==> config.mk <==
export PLATFORM = sky130hd
export DESIGN_NAME = seq_window_shifter
export DESIGN_NICKNAME = d
export VERILOG_FILES = /design/src/rtl/seq_window_pkg.sv /design/src/rtl/seq_window_shifter_barrel_shift.sv /design/src/rtl/seq_window_shifter.sv
export SDC_FILE = /design/constraint.sdc
export NUM_CORES = 2
export LEC_CHECK = 0
export CAP_MARGIN = 20
export CORE_AREA = 2 2 413 415
export DETAILED_ROUTE_END_ITERATION = 7
export DIE_AREA = 0 0 415 417
export DONT_BUFFER_PORTS = 1
export GPL_TIMING_DRIVEN = 0
export SYNTH_ARGS = -nofsm -noshare
export SYNTH_HDL_FRONTEND = slang
export SYNTH_HIERARCHICAL = 1
export SYNTH_SLANG_ARGS = --single-unit
==> constraint.sdc <==
create_clock -name clk -period 4.4 [get_ports clk]
set_input_delay 0.88 -clock clk [delete_from_list [all_inputs] [get_ports clk]]
set_output_delay 0.88 -clock clk [all_outputs]
set_load 0.02 [all_outputs]
==> src/rtl/seq_window_pkg.sv <==
// ---------------------------------------------------------------------------
// seq_window_pkg
// Shared types and elaboration-time helpers for the nucleotide window
// shifter. It provides:
//   state_t       - FSM encoding (IDLE, REALIGN)
//   calc_reg_w    - window register width: data word plus symbol tail
//   calc_step_w   - width needed to hold a per-cycle shift of 0..STEP_MAX
//   sym_ceil_div  - ceiling division. For a realign delta it gives the
//                   number of REALIGN cycles.
// ---------------------------------------------------------------------------
package seq_window_pkg;

    typedef enum logic {
        IDLE    = 1'b0,
        REALIGN = 1'b1
    } state_t;

    function automatic int calc_reg_w(input int data_w, input int sym_w,
                                      input int ext_syms);
        return data_w + ext_syms * sym_w;
    endfunction

    function automatic int calc_step_w(input int step_max);
        return $clog2(step_max + 1);
    endfunction

    function automatic int sym_ceil_div(input int num, input int den);
        return (num + den - 1) / den;
    endfunction

endpackage

==> src/rtl/seq_window_shifter_barrel_shift.sv <==
// ---------------------------------------------------------------------------
// sym_barrel_shift
// Combinational logical right shift by 0..STEP_MAX whole symbols. Zeros fill
// the vacated top bits. An amount above STEP_MAX yields all zeros.
// Ports:
//   data   in  REG_W   word to shift
//   amt    in  STEP_W  shift amount in symbols
//   result out REG_W   shifted word
// ---------------------------------------------------------------------------
module sym_barrel_shift
    import seq_window_pkg::*;
#(
    parameter  int REG_W    = 534,
    parameter  int SYM_W    = 2,
    parameter  int STEP_MAX = 4,
    localparam int STEP_W   = calc_step_w(STEP_MAX)
) (
    input  logic [REG_W-1:0]  data,
    input  logic [STEP_W-1:0] amt,
    output logic [REG_W-1:0]  result
);

    always_comb begin
        result = '0;
        for (int k = 0; k <= STEP_MAX; k++) begin
            if (amt == STEP_W'(k)) begin
                result = data >> (k * SYM_W);
            end
        end
    end

endmodule

==> src/rtl/seq_window_shifter.sv <==
// ---------------------------------------------------------------------------
// seq_window_shifter
// Nucleotide window shift register for the seed/extension datapath. It holds
// one packed DATA_W-bit word plus an EXT_SYMS-symbol tail. The window advances
// one symbol per shift. A realign moves it by (shift_no - base) symbols over
// several cycles, at up to STEP_MAX symbols per cycle.
// Ports:
//   clk, rst    clock and synchronous active-high reset
//   load        write in_data (accepted only while load_ready)
//   load_ready  high in IDLE when not in reset
//   in_data     packed symbols, symbol 0 in the LSBs
//   shift       advance the window by one symbol (IDLE only)
//   mark        capture shift_no into the base register (any state)
//   realign     start a realign by shift_no - base (IDLE only)
//   shift_no    hit position in symbols
//   out_data    low DATA_W bits of the window
//   busy        realign in progress
//   done        one-cycle pulse when a realign completes
//   err         one-cycle pulse when shift_no < base; delta clamped to 0
//   sym_count   saturating count of symbols shifted since the last load
// ---------------------------------------------------------------------------
module seq_window_shifter
    import seq_window_pkg::*;
#(
    parameter int DATA_W   = 512,
    parameter int SYM_W    = 2,
    parameter int EXT_SYMS = 11,
    parameter int STEP_MAX = 4,
    parameter int CNT_W    = 9
) (
    input  logic              clk,
    input  logic              rst,
    input  logic              load,
    output logic              load_ready,
    input  logic [DATA_W-1:0] in_data,
    input  logic              shift,
    input  logic              mark,
    input  logic              realign,
    input  logic [CNT_W-1:0]  shift_no,
    output logic [DATA_W-1:0] out_data,
    output logic              busy,
    output logic              done,
    output logic              err,
    output logic [CNT_W-1:0]  sym_count
);

    localparam int TAIL_W = EXT_SYMS * SYM_W;
    localparam int REG_W  = calc_reg_w(DATA_W, SYM_W, EXT_SYMS);
    localparam int STEP_W = calc_step_w(STEP_MAX);

    state_t             state;
    state_t             state_nxt;
    logic [REG_W-1:0]   win;
    logic [REG_W-1:0]   bs_in;
    logic [REG_W-1:0]   bs_out;
    logic [STEP_W-1:0]  bs_amt;
    logic [STEP_W-1:0]  step;
    logic [CNT_W-1:0]   rem;
    logic [CNT_W-1:0]   base;
    logic [CNT_W-1:0]   delta;
    logic               clamp;
    logic               last;

    function automatic logic [CNT_W-1:0] sat_add(input logic [CNT_W-1:0] a,
                                                 input logic [CNT_W-1:0] b);
        logic [CNT_W:0] s;
        s = {1'b0, a} + {1'b0, b};
        return s[CNT_W] ? {CNT_W{1'b1}} : s[CNT_W-1:0];
    endfunction

    assign clamp = (shift_no < base);
    assign delta = clamp ? '0 : (shift_no - base);
    assign step  = (rem < CNT_W'(STEP_MAX)) ? rem[STEP_W-1:0] : STEP_W'(STEP_MAX);
    assign last  = (rem <= CNT_W'(STEP_MAX));

    // One shifter serves both paths. In IDLE it handles the optional
    // single-symbol shift of either the current window or the freshly loaded
    // word. In REALIGN it applies the per-cycle step.
    always_comb begin
        bs_in  = win;
        bs_amt = '0;
        if (state == IDLE) begin
            if (load) begin
                bs_in = shift ? {in_data, win[TAIL_W-1:0]} : REG_W'(in_data);
            end
            bs_amt = shift ? STEP_W'(1) : '0;
        end else begin
            bs_amt = step;
        end
    end

    sym_barrel_shift #(
        .REG_W    (REG_W),
        .SYM_W    (SYM_W),
        .STEP_MAX (STEP_MAX)
    ) u_shift (
        .data   (bs_in),
        .amt    (bs_amt),
        .result (bs_out)
    );

    always_comb begin
        state_nxt = state;
        case (state)
            IDLE:    if (realign) state_nxt = REALIGN;
            REALIGN: if (last)    state_nxt = IDLE;
            default: state_nxt = IDLE;
        endcase
    end

    always_ff @(posedge clk) begin
        if (rst) begin
            state <= IDLE;
        end else begin
            state <= state_nxt;
        end
    end

    always_ff @(posedge clk) begin
        if (rst) begin
            win       <= '0;
            base      <= '0;
            rem       <= '0;
            sym_count <= '0;
            done      <= 1'b0;
            err       <= 1'b0;
        end else begin
            done <= 1'b0;
            err  <= 1'b0;
            // base is sampled before the update, so a realign in the same
            // cycle still uses the old base.
            if (mark) begin
                base <= shift_no;
            end
            if (state == IDLE) begin
                win <= bs_out;
                if (load && shift) begin
                    sym_count <= CNT_W'(1);
                end else if (load) begin
                    sym_count <= '0;
                end else if (shift) begin
                    sym_count <= sat_add(sym_count, CNT_W'(1));
                end
                if (realign) begin
                    rem <= delta;
                    err <= clamp;
                end
            end else begin
                win       <= bs_out;
                rem       <= rem - CNT_W'(step);
                sym_count <= sat_add(sym_count, CNT_W'(step));
                if (last) begin
                    done <= 1'b1;
                end
            end
        end
    end

    assign out_data   = win[DATA_W-1:0];
    assign busy       = (state == REALIGN);
    assign load_ready = (state == IDLE) && !rst;

endmodule

==> metrics <==
Tightest Pin Transition 1.14 ns; Max H-tree Level 3; filler instances about 18000; share of power burned in the clock network between 20% and 30%; cell family with most CP delay buffers and inverters; core area roughly 170000 um2; average size of a mapped cell 7.91 um2; number of synthesized flops with an enable pin 0; largest fanout on the critical path 11; CTS max path bufs 3; first-pass GRT wire length about 400000 um; Final Hold Fails 0; Reg power frac roughly 25%; top cells by area, synth dfxtp_1, mux2i_1, nor2b_1; total track usage between 30% and 40%; Synth Net Count approximately 7400; TritonCTS Buffers 74; critical path launch point type register; outcome completed; CTS tree yes; FF+latch area approximately 11000 um2; GPL Wtd Cong between 1 and 1.5; routed length per instance 31.0 um; CP Class register to register; # hold bufs at CTS 0; total vias in the final route 56615; DRT Pass-1 Iters 7; Yosys top cell area share 20.8%; Reg clk slew, reported paths 0.07 ns; GRT Residual Overflow 0; crit path time final around 4.3 ns; vias in the first global route approximately 53000; Starting Density 32.2%; share of cells above drive strength 1 between 10% and 20%; Seq/Total Area, Yosys between 20% and 30%; root buf cell clkbuf_16; Sw Share between 40% and 50%; Int Power about 15000 uW; # clock sinks approximately 560; Max Freq roughly 230 MHz; nets 7488; WP data required roughly 5.0 ns; most used cell, CP buf_2; Synth Warn # 6; sw power 12300 uW; via/cell ratio between 6 and 7; num ports between 1000 and 1500; synthesized area ~54000 um2; area leader, netlist dfxtp_1; final-report setup violation count 0; DIE HEIGHT about 420 um; initial antenna violation count 34; Pwr Density about 460 nW/um2; Tcrit/Tclk final between 90% and 100%; Worst Path Buf+Inv 6; Crit. End Element register; Die Wd 415 um; largest net degree at the start of global routing 14; Hold WS 0.320 ns; commonest non-fill, non-tap cell in the layout mux2i_1; number of core rows 151; critical path's slowest cell dfxtp_1; max-slew violations 0; combinational share of power 51.6%; crit path DAT around 4.9 ns; DRC errors left 0; register bit total from synthesis roughly 560; Cells after Synth 6866; CP Cell Sequence buf_2, nand2b_1, buf_4, buf_2, buf_4, buf_2, buf_2, nand2_1, o21ai_0, nor2b_1, a211oi_1, o32ai_1, nor2b_1; final wirelength 287000 um; Multi-input gate area about 35000 um2; Hold Crit Class input pin to register; skew final about 0.04 ns; die area 173000 um2; total power 27300 uW; HPWL Detailed between 200000 and 250000 um; leakage 0.0233 uW; Slew HR between 20 and 25%; post-route cell area between 50000 and 60000 um2; RSZ-0062 raised after global routing no; worst vdd ir between 0.2 and 0.3 mV; library cells used by synthesis 66; Final ANT Viol Nets 0; Max stage delay on crit path 0.48 ns; buffers added on ports 0; Worst-Skew Late Latency roughly 0.7 ns; Area Growth Syn to Fin 10.2%; asr flop ratio synth 0%; most frequent cells in the layout mux2i_1, nor2b_1, buf_4; ys flop type dfxtp_1; Post-CTS Setup Repair Bufs 0; Iter 0 DRT Violations approximately 7700; Cell Area, Placed ~57000 um2; Max Cap Viol 0
## flip-flops by register name (all words and copies together) (netlist names)
| register | count |
|---|---|
| rem | 9 |
| sym_count | 9 |
| base | 9 |
| done | 1 |
| busy | 1 |
| err | 1 |
| win | 534 |
## power by group through the flow
| stage | Combinational, uW | Clock [uW] | Sequential (uW) |
|---|---|---|---|
| global placement | 13600 | 0 | 6880 |
| floorplan | 10200 | 0 | 6450 |
| global route | 14900 | 6660 | 6860 |
| finish | 14100 | 6390 | 6830 |
| detailed placement | 13700 | 0 | 6880 |
| CTS | 13800 | 6470 | 6790 |
## worst paths after layout
check	from	endpoint	slack, ns	depth (start not counted)
min	shift_no[2]	base[2]	0.32	2
max	busy	win[258]	0.12	13
min reg2reg	base[5]	base[5]	0.50	2
max reg2reg	busy	win[258]	0.12	13
## synth_stat cells, drive strengths merged (4+ instances only)
library cell and count:
clkbuf 333, or4 4, o21ai 528, mux2i 1034, nor3 10, a21oi 14, and3 6, xor2 5
mux2 26, o22a 105, dfxtp 564, ha 14, and2 4, a211oi 419, nor2 255, o211ai 6
inv 121, buf 879, nor3b 6, o22ai 7, a31oi 4, or3 6, nand2 556, nand2b 15
nor2b 956, o32ai 520, a21boi 416, nand3 6
## stage by stage
| step | setup slack, ns | utilization, % | TNS, ns | std cells |
|---|---|---|---|---|
| 2_1_floorplan | 1.52 | - | 0 | 6866 |
| 3_3_place_gp | -0.405 | 33.9 | -99.32 | 9084 |
| 3_5_place_dp | -0.350 | 33.9 | -70.07 | 9088 |
| 4_1_cts | 0.0288 | 35.4 | 0 | 9221 |
| 5_1_grt | 0.0160 | 35.5 | 0 | 9253 |
| 6_report | 0.118 | 35.5 | 0 | 9271 |
## logic make-up (layout without fill, tap and decap cells)
kind of cell	after synthesis	after routing	synth area share (%)
AOI/OAI and AO/OA	2046	2046	27.7
xor gates and xnor gates	8	8	0.129
adders and majority gates	16	16	0.396
buffers and inverters	1333	1469	13.9
DFF	564	564	20.8
muxes	1060	1060	19.6
other	1	52	0.00690
and+or+nand+nor	1838	1838	17.5
## area by class of cell
| class | count | area share [%] |
|---|---|---|
| Multi-Input combinational cell | 4969 | 59.3 |
| Timing Repair Buffer | 4 | 0.163 |
| Inverter | 121 | 0.759 |
| Tap cell | 2218 | 4.64 |
| Buffer | 1211 | 11.9 |
| Antenna cell | 51 | 0.213 |
| Clock inverter | 33 | 0.629 |
| Sequential cell | 564 | 18.9 |
| Clock buffer | 100 | 3.55 |
## repair_timing
| item | in CTS | in global routing |
|---|---|---|
| setup endpoints to repair | 510 | 490 |
| resized for setup | 10 | 2 |
| hold endpoints to repair | 0 | 0 |
## per-layer routing
layer,track usage [%],vias to the layer above,wire [um]
met5,0,-,104
li1,-,24547,-
met2,47.2,3880,125000
met1,38.2,27311,111000
met3,8.14,861,27500
met4,22.3,16,23200
(Power assumes the default switching activity.)
